### src/rtl/mips_cpu_div_pkg.sv
// Shared types and helpers for the mips_cpu radix-2 restoring divider.
package mips_cpu_div_pkg;

    localparam int DIV_WIDTH = 32;
    // Magnitude helper works at a fixed wide width.
    // Negation then truncation yields the right low bits for any WIDTH <= MAG_W.
    localparam int MAG_W = 64;

    typedef enum logic [1:0] {IDLE, CALC, FIXUP} div_state_t;

    function automatic logic [MAG_W-1:0] twos_mag(input logic [MAG_W-1:0] v, input logic neg);
        return neg ? -v : v;
    endfunction

endpackage

### src/rtl/mips_cpu_div_step.sv
// One combinational restoring-division iteration: shift {rem,quo} left, trial subtract.
module mips_cpu_div_step #(
    parameter int WIDTH = 32
) (
    input  logic [WIDTH-1:0] rem,
    input  logic [WIDTH-1:0] quo,
    input  logic [WIDTH-1:0] divisor_mag,
    output logic [WIDTH-1:0] rem_next,
    output logic [WIDTH-1:0] quo_next
);

    logic [WIDTH:0] sh;
    logic [WIDTH:0] diff;
    logic           ge;

    assign sh       = {rem, quo[WIDTH-1]};
    assign ge       = (sh >= {1'b0, divisor_mag});
    assign diff     = sh - {1'b0, divisor_mag};
    // A kept difference is always below divisor_mag, so it fits in WIDTH bits.
    assign rem_next = WIDTH'(ge ? diff : sh);
    assign quo_next = {quo[WIDTH-2:0], ge};

endmodule

### src/rtl/mips_cpu_div_unit.sv
// Multi-cycle DIV/DIVU unit feeding HI/LO. Define MIPS_DIV_EARLY_EXIT_EN to let
// divide-by-zero and |dividend| < |divisor| skip the iteration phase.
module mips_cpu_div_unit
    import mips_cpu_div_pkg::*;
#(
    parameter int WIDTH = DIV_WIDTH,
    parameter int CNT_W = $clog2(WIDTH) + 1
) (
    input  logic             clk,
    input  logic             reset,
    input  logic             start,
    input  logic             is_signed,
    input  logic [WIDTH-1:0] dividend,
    input  logic [WIDTH-1:0] divisor,
    output logic             busy,
    output logic             done,
    output logic [WIDTH-1:0] quotient,
    output logic [WIDTH-1:0] remainder,
    output logic             div_by_zero
);

    div_state_t       state;
    logic [WIDTH-1:0] rem, quo, dsr_mag;
    logic [WIDTH-1:0] rem_nx, quo_nx;
    logic [CNT_W-1:0] cnt;
    logic             q_neg, r_neg, dbz_r;

    logic             dvd_neg, dsr_neg, dbz_in;
    logic [WIDTH-1:0] dvd_mag, dsr_in_mag;

    assign dvd_neg    = is_signed & dividend[WIDTH-1];
    assign dsr_neg    = is_signed & divisor[WIDTH-1];
    assign dbz_in     = (divisor == '0);
    assign dvd_mag    = WIDTH'(twos_mag(MAG_W'(dividend), dvd_neg));
    assign dsr_in_mag = WIDTH'(twos_mag(MAG_W'(divisor), dsr_neg));

    mips_cpu_div_step #(.WIDTH(WIDTH)) u_step (
        .rem         (rem),
        .quo         (quo),
        .divisor_mag (dsr_mag),
        .rem_next    (rem_nx),
        .quo_next    (quo_nx)
    );

    always_ff @(posedge clk or posedge reset) begin
        if (reset) begin
            state       <= IDLE;
            busy        <= 1'b0;
            done        <= 1'b0;
            quotient    <= '0;
            remainder   <= '0;
            div_by_zero <= 1'b0;
            rem         <= '0;
            quo         <= '0;
            dsr_mag     <= '0;
            cnt         <= '0;
            q_neg       <= 1'b0;
            r_neg       <= 1'b0;
            dbz_r       <= 1'b0;
        end else begin
            done <= 1'b0;
            case (state)
                IDLE: begin
                    if (start) begin
                        // Divide-by-zero runs the raw dividend through with no sign
                        // fixup, so DIV and DIVU give identical results.
                        dbz_r   <= dbz_in;
                        q_neg   <= ~dbz_in & (dvd_neg ^ dsr_neg);
                        r_neg   <= ~dbz_in & dvd_neg;
                        dsr_mag <= dsr_in_mag;
                        cnt     <= '0;
                        busy    <= 1'b1;
                        rem     <= '0;
                        quo     <= dbz_in ? dividend : dvd_mag;
                        state   <= CALC;
`ifdef MIPS_DIV_EARLY_EXIT_EN
                        if (dbz_in) begin
                            quo   <= '1;
                            rem   <= dividend;
                            state <= FIXUP;
                        end else if (dvd_mag < dsr_in_mag) begin
                            quo   <= '0;
                            rem   <= dvd_mag;
                            state <= FIXUP;
                        end
`endif
                    end
                end
                CALC: begin
                    rem <= rem_nx;
                    quo <= quo_nx;
                    cnt <= cnt + 1'b1;
                    if (cnt == CNT_W'(WIDTH - 1))
                        state <= FIXUP;
                end
                FIXUP: begin
                    quotient    <= WIDTH'(twos_mag(MAG_W'(quo), q_neg));
                    remainder   <= WIDTH'(twos_mag(MAG_W'(rem), r_neg));
                    div_by_zero <= dbz_r;
                    done        <= 1'b1;
                    busy        <= 1'b0;
                    state       <= IDLE;
                end
                default: state <= IDLE;
            endcase
        end
    end

endmodule

### config.mk
export PLATFORM = sky130hd
export DESIGN_NAME = mips_cpu_div_unit
export DESIGN_NICKNAME = d
export VERILOG_FILES = /design/src/rtl/mips_cpu_div_pkg.sv /design/src/rtl/mips_cpu_div_step.sv /design/src/rtl/mips_cpu_div_unit.sv
export SDC_FILE = /design/constraint.sdc
export NUM_CORES = 1
export LEC_CHECK = 0
export CELL_PAD_IN_SITES_DETAIL_PLACEMENT = 1
export CELL_PAD_IN_SITES_GLOBAL_PLACEMENT = 2
export CORE_UTILIZATION = 35
export DETAILED_ROUTE_END_ITERATION = 8
export PLACE_DENSITY_LB_ADDON = 0.1
export SETUP_SLACK_MARGIN = 0.4
export SLEW_MARGIN = 20
export SYNTH_ARGS = -nofsm -noshare
export SYNTH_HDL_FRONTEND = slang
export SYNTH_SLANG_ARGS = --single-unit
### constraint.sdc
create_clock -name clk -period 9.4 [get_ports clk]
set_clock_uncertainty 0.2 [all_clocks]
set_input_delay 2.35 -clock clk [delete_from_list [all_inputs] [get_ports clk]]
set_output_delay 2.35 -clock clk [all_outputs]
set_load 0.02 [all_outputs]
[Yosys cells after proc, flatten, opt, wreduce, memory -nomap -nowiden]
Index checks and enable logic that the tools add are counted.
Storage, ports and cells
  flip-flop bits (word level): 174
  word-level logic and storage cells: 57
Cells by class
  add/sub/neg operators: 6
  order comparisons: 1
  equality and inequality tests: 5
  mux-type cells: 18
  bitwise gates (word level): 6
  reduce and logical (&&, ||, !) cells: 8
Operators with widths (number)
  $mux W32: 8
  $neg A32 Y32: 4
  $pmux W32 S2: 2
  $ge A33 B32 Y1: 1
  $logic_not A32 Y1: 1
  $sub A32 B32 Y32: 1
  $pmux W6 S2: 1
  $reduce_and A2 Y1: 4
  $add A6 B1 Y6 const B: 1
  $eq A6 B5 Y1 const B: 1
  $mux W6: 1
  $and A1 B1 Y1: 4
  $mux W2: 2
  $ne A2 B2 Y1 const B: 2
  $pmux W2 S2: 1
  $reduce_bool A2 Y1: 2
  $eq A2 B1 Y1 const B: 1
  $eq A2 B2 Y1 const B: 1
  $logic_not A2 Y1: 1
  $mux W1: 2
  $pmux W1 S2: 1
  $not A1 Y1: 1
  $xor A1 B1 Y1: 1

[Logic depth before layout (Yosys ltp)]
Gate-level depths: netlist of the first run.
  depth after elaboration: 5
  depth in mapped cells: 14
  mapped depth without buffers: 13

[Cells and area by module]
Synthesis of the first run repeated with hierarchy kept, for this count alone.
Second synthesis, totals
  cells, all modules: 1523
  area, all modules: 12595.8 um^2
By module, submodules not included
  mips_cpu_div_unit: instances 1, cells each 1152, area each 9873.2 um^2
  mips_cpu_div_step: instances 1, cells each 371, area each 2722.6 um^2

[Worst setup path before layout of the first run]
OpenSTA, ideal clock, no wires.
  path kind: input-to-reg
  start point: in dividend[4]
  end point: reg quo[28]
  library setup time: 0.132 ns
  data arrival time: 4.336 ns
  data required time: 9.068 ns
  slack: 4.732 ns
  stages: 8
  path buffers: 0
  cell sequence: nor4_1 nand2b_1 nor3b_2 nand2_1 or4_4 o41ai_1 xor2_1 o21ai_1
On the way
  cells in the longest elaborated chain, start to end: 5
RTL lines
  start, declared: line mips_cpu_div_unit.sv:13  | input logic [WIDTH-1:0] dividend,
  $neg A32 Y32: line mips_cpu_div_pkg.sv:12  | return neg ? -v : v;
  $mux W32: line mips_cpu_div_pkg.sv:12
  $mux W32: line mips_cpu_div_unit.sv:74  | quo <= dbz_in ? dividend : dvd_mag;
  $mux W32: line mips_cpu_div_unit.sv:64  | if (start) begin
  $pmux W32 S2: line mips_cpu_div_unit.sv:62  | case (state)
  end signal, assigned: line mips_cpu_div_unit.sv:74
  end signal, assigned: line mips_cpu_div_unit.sv:91  | quo <= quo_nx;
  end, declared: line mips_cpu_div_unit.sv:23  | logic [WIDTH-1:0] rem, quo, dsr_mag;
Every way passes these cells. The select of a mux whose other input is x is not followed.
A chain may end at the register's enable or synchronous reset.

[Worst setup path after layout of the first run]
  start point: in divisor[6]
  end point: reg quo[13]
On the way
  cells in the longest elaborated chain, start to end: 4
RTL lines
  start, declared: line mips_cpu_div_unit.sv:14  | input logic [WIDTH-1:0] divisor,
  $logic_not A32 Y1: line mips_cpu_div_unit.sv:33  | assign dbz_in = (divisor == '0);
  $mux W32: line mips_cpu_div_unit.sv:74
  $mux W32: line mips_cpu_div_unit.sv:64
  $pmux W32 S2: line mips_cpu_div_unit.sv:62
Every way passes these cells. The select of a mux whose other input is x is not followed.

==> results of run 1 <==
Yosys cell counts (3+ instances only):
cell type / instances / area, sq um
xnor2_1: 55 / 482
o21a_1: 5 / 37.5
buf_2: 4 / 20.0
dfrtp_1: 174 / 4350
nand4_1: 9 / 56.3
o21bai_1: 3 / 22.5
mux2i_1: 26 / 260
xor2_1: 93 / 815
a21oi_1: 76 / 380
o21ai_1: 119 / 596
ha_1: 37 / 463
nor4_2: 3 / 37.5
a21o_1: 16 / 120
nand3_1: 46 / 230
nand2b_1: 11 / 68.8
and4_1: 3 / 26.3
and3_1: 10 / 62.6
and2_1: 6 / 37.5
or3_1: 5 / 31.3
a211oi_1: 6 / 45.0
nand2_1: 166 / 623
clkbuf_1: 63 / 236
o31ai_1: 25 / 188
or4_4: 4 / 45.0
o31ai_2: 3 / 37.5
or4_1: 8 / 60.1
inv_1: 60 / 225
a32oi_1: 3 / 26.3
o41ai_2: 3 / 48.8
a22oi_1: 28 / 210
nor3_1: 18 / 90.1
o41ai_1: 13 / 114
o22ai_1: 3 / 18.8
o21ai_0: 83 / 415
nor2_1: 57 / 214
nor4_1: 12 / 75.1
a31oi_1: 9 / 56.3
nand2b_4: 4 / 55.1
nor2b_1: 6 / 37.5
layout make-up:
class	count	area (sq um)
inverters	61	234
repair buffers	145	1440
flip-flops and latches	174	4360
multi-input cells	1006	6430
fillers	3666	18100
well taps	402	503
clock buffers	18	429
clock inverters	14	110
state kept, by name, summed over array words and instances, names as in the netlist, 2 cells and up:
| register | flops |
|---|---|
| dsr_mag | 32 |
| quo | 32 |
| quotient | 32 |
| rem | 32 |
| remainder | 32 |
| cnt | 6 |
| state | 2 |
critical path: stages:
cell	delay, ps
clkdlybuf4s50_1	480
nor4_1	440
or3b_1	450
nor4_2	550
nand2_1	190
and2_1	270
nand2_1	440
a21oi_1	120
xnor2_1	180
o21ai_1	70
power groups by stage:
stage          registers [mW]  logic [mW]  clock network [mW]
6_report                 1.52        2.71               0.675
5_1_grt                  1.58        3.02               0.723
4_1_cts                  1.52        2.72               0.699
3_5_place_dp             1.53        2.71                   0
3_3_place_gp             1.52        2.67                   0
2_1_floorplan            1.53        1.78                   0
routing by layer:
| metal | global-route usage | vias to the layer above |
|---|---|---|
| li1 | - | 4843 |
| met1 | 0.320 | 4684 |
| met2 | 0.292 | 149 |
| met3 | 0.0251 | 16 |
| met4 | 0.0427 | 0 |
| met5 | 0 | - |
metrics by stage:
stage	cell area (sq um)	hold WS [ps]	setup WS (ps)	power [mW]
floorplan	11300	239	2130	3.32
global placement	12900	261	3600	4.18
detailed placement	12900	268	3490	4.24
CTS	13500	286	3970	4.94
global route	13500	302	3670	5.32
finish	13500	276	3960	4.90
worst max-delay path by stage:
stage	startpoint	to	slack, ps	cells after the start
finish	divisor[6]	quo[13]$_DFFE_PP0P_	3960	10
detailed placement	divisor[6]	quo[13]$_DFFE_PP0P_	3490	10
global placement	divisor[6]	quo[8]$_DFFE_PP0P_	3600	10
global route	divisor[6]	quo[11]$_DFFE_PP0P_	3670	10
CTS	divisor[6]	quo[13]$_DFFE_PP0P_	3970	10
floorplan	reset	busy$_DFFE_PP0P_	2130	1
cells by family (layout without fill, tap and decap cells):
| family | after synthesis | in the layout | share of synthesized area |
|---|---|---|---|
| buffers and inverters | 133 | 238 | 0.0460 |
| DFF | 174 | 174 | 0.386 |
| xor gates and xnor gates | 148 | 148 | 0.115 |
| muxes | 26 | 26 | 0.0231 |
| adders and majority gates | 38 | 38 | 0.0428 |
| AOI/OAI and AO/OA | 415 | 415 | 0.223 |
| and+or+nand+nor | 379 | 379 | 0.164 |
==> reports/results.ini, run 1 <==
[power]
power_frac_comb=0.553
p_per_area_nw_per_um2=363
ir_drop_mv=0.180
p_int_mw=2.62
p_sw_frac=0.466
p_clk_frac=0.138
p_leak_nw=5.61
p_sw_mw=2.28
seq_power_share=0.310

[layout]
fin_util=0.427
final_common_cell=dfrtp_1
final_cells=1820
mostFrequentLayoutCells=173 x dfrtp_1, 165 x nand2_1, 134 x clkdlybuf4s50_1
syn_to_final_growth_pct=19.7
antenna_cells=0
fin_nets=1511
drive_gt1_frac=0.0536

[min_path]
hold_start=remainder[14]$_DFFE_PP0P_
holdPathStages=2
hold_end=remainder[14]$_DFFE_PP0P_
min_path_type=reg -> reg

[critical_path]
crit_path_end_kind=flop
cp_max_fo=13
arrival_ps=5550
ff2ff_path_depth=11
startpoint_type=primary input
reg2reg_slack_ps=4830
path_class=in -> reg
reg2reg_from=rem[6]$_DFFE_PP0P_
cp.required_ps=9510
r2r-end=quo[0]$_DFFE_PP0P_

[cts]
clk_path_buf_depth=2
cts-root-buf=clkbuf_16
cts_buffers=17
clock_sinks=174
cts_setup_buffers=0
clock_latency_ps=440
cts.clk_slew.worst_paths_ps=80
cts_hold_buf=0
cts_tree=built
htree_levels=4
ctsResizeCount=0

[flow_run]
maxCapViolCount=0

[sta]
rsz0062_at_grt=false
period_share=0.579
fmax_mhz=184
final_hold_viol_count=0
slew_headroom=0.299
setup_tns_ps=0
drv_slew=0
period_minus_slack_ps=5440
setup_violations=0
tightest_slew_ps=1040

[synth]
ys_seq_elements=174
syn_area_sq_um=11300
ys_seq_area_frac=0.386
synth-async-reset-ratio=1.00
syn_area_per_cell_sq_um=8.59
synth.distinct_cells=71
ys_warn_count=0
synth_edf_count=0
syn-num-nets=1419
synth_ff_type=dfrtp_1
syn_inst=1313

[floorplan]
die_area_sq_um=32900
die_w_um=182
rows=65
coreArea_sq_um=31600
ios=135
initial_utilization=0.357
die-height_um=182

[global_routing]
overflow=0
track_usage=0.203
grt_pass1_wl_um=53600
first_global_vias=9621
grt_max_degree=106
antenna_found_initial=0

[route]
routed-wl-met2_um=13500
drt-met1-wl_um=18000
ant_nets=0
vias=9692
top_layer_used=met4
dr_wl_met3_um=876
first_pass_iters=5
drc_errors=0
drt-initial-drc-count=467
routed_wl_um=32600
avgViaCountPerCell=5.33
routedWlPerCell_um=17.9

[placement]
io_buffers=134
dp.cells=1787
place_hpwl_um=24200
place_congestion=0.842

[status]
status=complete, no violations

Note: power is estimated with default switching activity, not from simulation.
==> run 2, diff against run 1 <==
CORE_UTILIZATION = 31   (was 35)
clock period = 4.9 ns   (was 9.4 ns; I/O delays follow)
==> run 2 against run 1 <==
Compared with the run above: the flow now finishes with violations (DRC); first-iteration DRC count fell by 17%; combinational power rose by 93%; flip-flop and latch count did not move; critical path depth fell by 1; wire length rose by 3.8%; power rose by 96%; sequential power rose by 91%; sequential share of layout area fell by 0.50 points; die area rose by 13%; core utilization fell by 4.2 points; via count fell by 0.33%; largest cell class unchanged.
==> reports/results.ini, run 2 (synthesized netlist as in run 1, its figures left out) <==
[power]
ir_drop_mv=0.334
seq_power_share=0.303
p_sw_mw=4.39
p_sw_frac=0.458
power_frac_comb=0.545
power.total_mw=9.59
p_per_area_nw_per_um2=700
p_clk_frac=0.152
p_int_mw=5.20
p_leak_nw=5.68

[floorplan]
coreArea_sq_um=35700
rows=69
die_w_um=193
die-height_um=193
initial_utilization=0.316
ios=135
die_area_sq_um=37200

[route]
drt-initial-drc-count=388
routed_wl_um=33800
drc_errors=19
avgViaCountPerCell=5.12
first_pass_iters=7
ant_nets=0
vias=9660
routedWlPerCell_um=17.9

[layout]
regArea_sq_um=4360
antenna_cells=0
fill_cells=4209
final_common_cell=dfrtp_1
multi_input_comb_area_sq_um=6430
postLayoutCellArea_sq_um=13700
mostFrequentLayoutCells=173 x dfrtp_1, 165 x nand2_1, 134 x clkdlybuf4s50_1
syn_to_final_growth_pct=21.6
fin_nets=1518
drive_gt1_frac=0.0582

[status]
status=complete, but fails checks
violations=DRC

[critical_path]
cp.required_ps=5010
reg2reg_from=rem[6]$_DFFE_PP0P_
arrival_ps=4260
startpoint_type=primary input
endpoint=quo[27]$_DFFE_PP0P_
ff2ff_path_depth=11
reg2reg_slack_ps=1000
cp_max_fo=5
r2r-end=quo[0]$_DFFE_PP0P_
cp-startpoint=dividend[2]
path_class=in -> reg
crit_path_end_kind=flop

[sta]
rsz0062_at_grt=false
fmax_mhz=241
period_minus_slack_ps=4150
setup_tns_ps=0
final_hold_viol_count=0
slew_headroom=0.400
setup_violations=0
drv_slew=0
tightest_slew_ps=900
period_share=0.846

[cts]
cts_setup_buffers=0
cts.clk_slew.worst_paths_ps=70
clock_sinks=174
cts_tree=built
clock_latency_ps=450
ctsResizeCount=0
cts_buffers=17
cts_hold_buf=0
htree_levels=4
cts-root-buf=clkbuf_16
clk_path_buf_depth=2

[global_routing]
grt_pass1_wl_um=55200
grt_max_degree=83
first_global_vias=9751
antenna_found_initial=1
track_usage=0.191
overflow=0

[placement]
post_dp_cell_area_sq_um=13100
io_buffers=134
place_hpwl_um=26100
place_congestion=0.806

[min_path]
min_path_type=reg -> reg

[flow_run]
maxCapViolCount=0

==> run 2: metrics by stage <==
step,setup WS (ps),hold WS [ps],instances,utilization
6_report,753,276,1886,0.385
5_1_grt,484,310,1886,0.385
4_1_cts,784,283,1886,0.385
3_5_place_dp,308,264,1854,0.368
3_3_place_gp,417,261,1854,0.368
2_1_floorplan,1250,239,1313,-
==> run 2: worst max-delay path: stages <==
cell,delay (ps)
clkdlybuf4s50_1,500
nor4_1,400
nand2b_1,200
nor4_2,330
nand2_1,300
or4_1,690
o31ai_1,350
xor2_1,180
o21ai_1,70
==> run 2: routing by layer <==
metal,share of wire,global-route usage
met1,0.55,0.297
met2,0.41,0.273
met3,0.033,0.0284
met4,0.0080,0.0415
met5,0,0
==> run 2: power by group through the flow <==
stage / clock, mW / sequential, mW / combinational (mW)
global placement: 0 / 2.91 / 5.21
floorplan: 0 / 2.94 / 3.42
finish: 1.46 / 2.90 / 5.23
detailed placement: 0 / 2.94 / 5.27
CTS: 1.51 / 2.91 / 5.29
global route: 1.56 / 3.03 / 5.86
==> run 2: worst min-delay path by stage <==
stage	end	depth (start not counted)	from
floorplan	div_by_zero$_DFFE_PP0P_	2	dbz_r$_DFFE_PP0P_
global placement	remainder[16]$_DFFE_PP0P_	2	remainder[16]$_DFFE_PP0P_
detailed placement	div_by_zero$_DFFE_PP0P_	2	div_by_zero$_DFFE_PP0P_
CTS	div_by_zero$_DFFE_PP0P_	2	div_by_zero$_DFFE_PP0P_
global route	quotient[24]$_DFFE_PP0P_	2	quotient[24]$_DFFE_PP0P_
finish	remainder[23]$_DFFE_PP0P_	2	remainder[23]$_DFFE_PP0P_
==> run 2: final cells by class <==
cell class,instances,share of cell area
Multi-Input combinational cell,1006,0.469
Clock inverter,14,0.0130
Clock buffer,18,0.0313
Sequential cell,174,0.318
Timing Repair Buffer,152,0.110
Tap cell,461,0.0421
Inverter,61,0.0170
==> run 3, diff against run 2 <==
clock period = 3.8 ns   (was 4.9 ns; I/O delays follow)
==> run 3 against run 2 <==
Compared with the run above: the run still ends with DRC left; via count is 2.9% higher; non-clock buffer count rose by 61; design area grew 4.9%; sequential share of layout area fell by 1.5 points; worst setup slack worse by 260 ps; die area did not move; largest cell class unchanged; critical path type unchanged; critical endpoint is now quo[24]$_DFFE_PP0P_; worst hold slack gained 5.9 ps.
==> reports/results.ini, run 3 (synthesized netlist as in run 1, its figures left out) <==
[status]
status=complete, but fails checks
violations=DRC

[global_routing]
antenna_found_initial=0
grt_max_degree=61
track_usage=0.194
overflow=0
first_global_vias=9959
grt_pass1_wl_um=56000

[cts]
cts_tree=built
clock_sinks=174
htree_levels=4
cts_setup_buffers=0
cts.clk_slew.worst_paths_ps=70
clk_path_buf_depth=2
cts_buffers=17
clock_latency_ps=450
cts-root-buf=clkbuf_16

[critical_path]
cp.required_ps=3920
slowest_delay_ps=540
cp_slowest_cell=or4_4
reg2reg_from=dsr_mag[5]$_DFFE_PP0P_
arrival_ps=3430
cp-startpoint=dividend[5]
startpoint_type=primary input
cp_max_fo=3
path_cells=clkdlybuf4s50_1, nor4_4, nand2b_1, nor3b_2, nand2_2, or4_4, buf_4, o31ai_2, xor2_1, o21ai_1
critPathTopFamily=simple AND/OR/NAND/NOR gates
crit_path_end_kind=flop
path_class=in -> reg
worst-path-buf-inv=2

[floorplan]
rows=69
die_w_um=193
coreArea_sq_um=35700
die_area_sq_um=37200
ios=135
initial_utilization=0.316
die-height_um=193

[route]
drc_errors=18
drt-initial-drc-count=448
first_pass_iters=9
vias=9944
ant_nets=0
avgViaCountPerCell=5.11
routedWlPerCell_um=17.8
routed_wl_um=34700

[power]
p_leak_nw=6.05
power.total_mw=12.7
p_sw_mw=5.84
ir_drop_mv=0.350
p_per_area_nw_per_um2=884
p_clk_frac=0.149
power_frac_comb=0.568
p_sw_frac=0.459
seq_power_share=0.283
p_int_mw=6.89

[min_path]
hold_start=dsr_mag[13]$_DFFE_PP0P_
min_path_type=reg -> reg

[flow_run]
maxCapViolCount=0

[sta]
fin_ws_ps=495
period_minus_slack_ps=3300
tightest_slew_ps=892
drv_slew=0
final_hold_viol_count=0
period_share=0.870
setup_violations=0
rsz0062_at_grt=true
fmax_mhz=303
slew_headroom=0.405

[layout]
drive_gt1_frac=0.110
postLayoutCellArea_sq_um=14400
regArea_sq_um=4350
final_common_cell=dfrtp_1
multi_input_comb_area_sq_um=6560
antenna_cells=0
syn_to_final_growth_pct=27.6
fill_cells=4186
fin_nets=1579
mostFrequentLayoutCells=174 x dfrtp_1, 163 x nand2_1, 133 x clkdlybuf4s50_1

[placement]
post-place-ws_ps=-123
io_buffers=134
post_dp_cell_area_sq_um=13600
place_congestion=0.822
place_hpwl_um=26800

[run 3: changes by cell type in the layout (fill, tap and decap cells not counted), sizes merged]
cell,change
clkdlybuf4s50,-1
clkinv,+2
clkbuf,-1
buf,+61
bufinv,-1
dlymetal6s2s,+1
[run 3: power groups by stage]
| stage | Combinational, mW | Sequential (mW) | Clock (mW) |
|---|---|---|---|
| floorplan | 4.41 | 3.80 | 0 |
| global placement | 7.07 | 3.61 | 0 |
| detailed placement | 7.19 | 3.64 | 0 |
| CTS | 7.22 | 3.60 | 1.95 |
| global route | 8.07 | 3.74 | 2.03 |
| finish | 7.23 | 3.60 | 1.89 |
[run 3: final timing paths]
kind	end	slack (ps)	depth (start not counted)
max	quo[24]$_DFFE_PP0P_	500	10
min	dsr_mag[13]$_DFFE_PP0P_	280	2
max reg2reg	rem[17]$_DFFE_PP0P_	550	12
min reg2reg	dsr_mag[13]$_DFFE_PP0P_	280	2
max in group asynchronous	rem[16]$_DFFE_PP0P_	1960	3
min in group asynchronous	quotient[29]$_DFFE_PP0P_	760	2
[run 3: layout make-up]
type | count | share of cell area
Inverter | 61 | 0.0162
Sequential cell | 174 | 0.303
Timing Repair Buffer | 213 | 0.142
Clock buffer | 17 | 0.0296
Clock inverter | 15 | 0.0140
Tap cell | 461 | 0.0401
Multi-Input combinational cell | 1006 | 0.456
[run 3: layer usage]
| layer | share of wire | GRT usage | vias to the layer above |
|---|---|---|---|
| li1 | - | - | 4990 |
| met1 | 0.55 | 0.305 | 4791 |
| met2 | 0.42 | 0.277 | 140 |
| met3 | 0.028 | 0.0233 | 23 |
| met4 | 0.0092 | 0.0406 | 0 |
| met5 | 0 | 0 | - |
[run 3: metrics by stage]
stage	utilization	setup TNS (ps)	instances	hold WS [ps]
3_5_place_dp	0.382	-525	1915	271
3_3_place_gp	0.382	-98.7	1915	260
5_1_grt	0.404	0	1947	308
2_1_floorplan	-	0	1313	239
4_1_cts	0.400	0	1947	289
6_report	0.404	0	1947	282
[run 3: tightest hold or removal path: stages, from the launching register on]
cell     delay, ps
dfrtp_1        340
nand2_1         50
o21ai_0         60
[run 3: timing repair]
action / 4_1_cts / 5_1_grt
hold endpoints to repair: 0 / 0
resized for setup: 3 / 24
hold buffers: 0 / 0
pin swaps: 0 / 3
setup endpoints to repair: 35 / 52
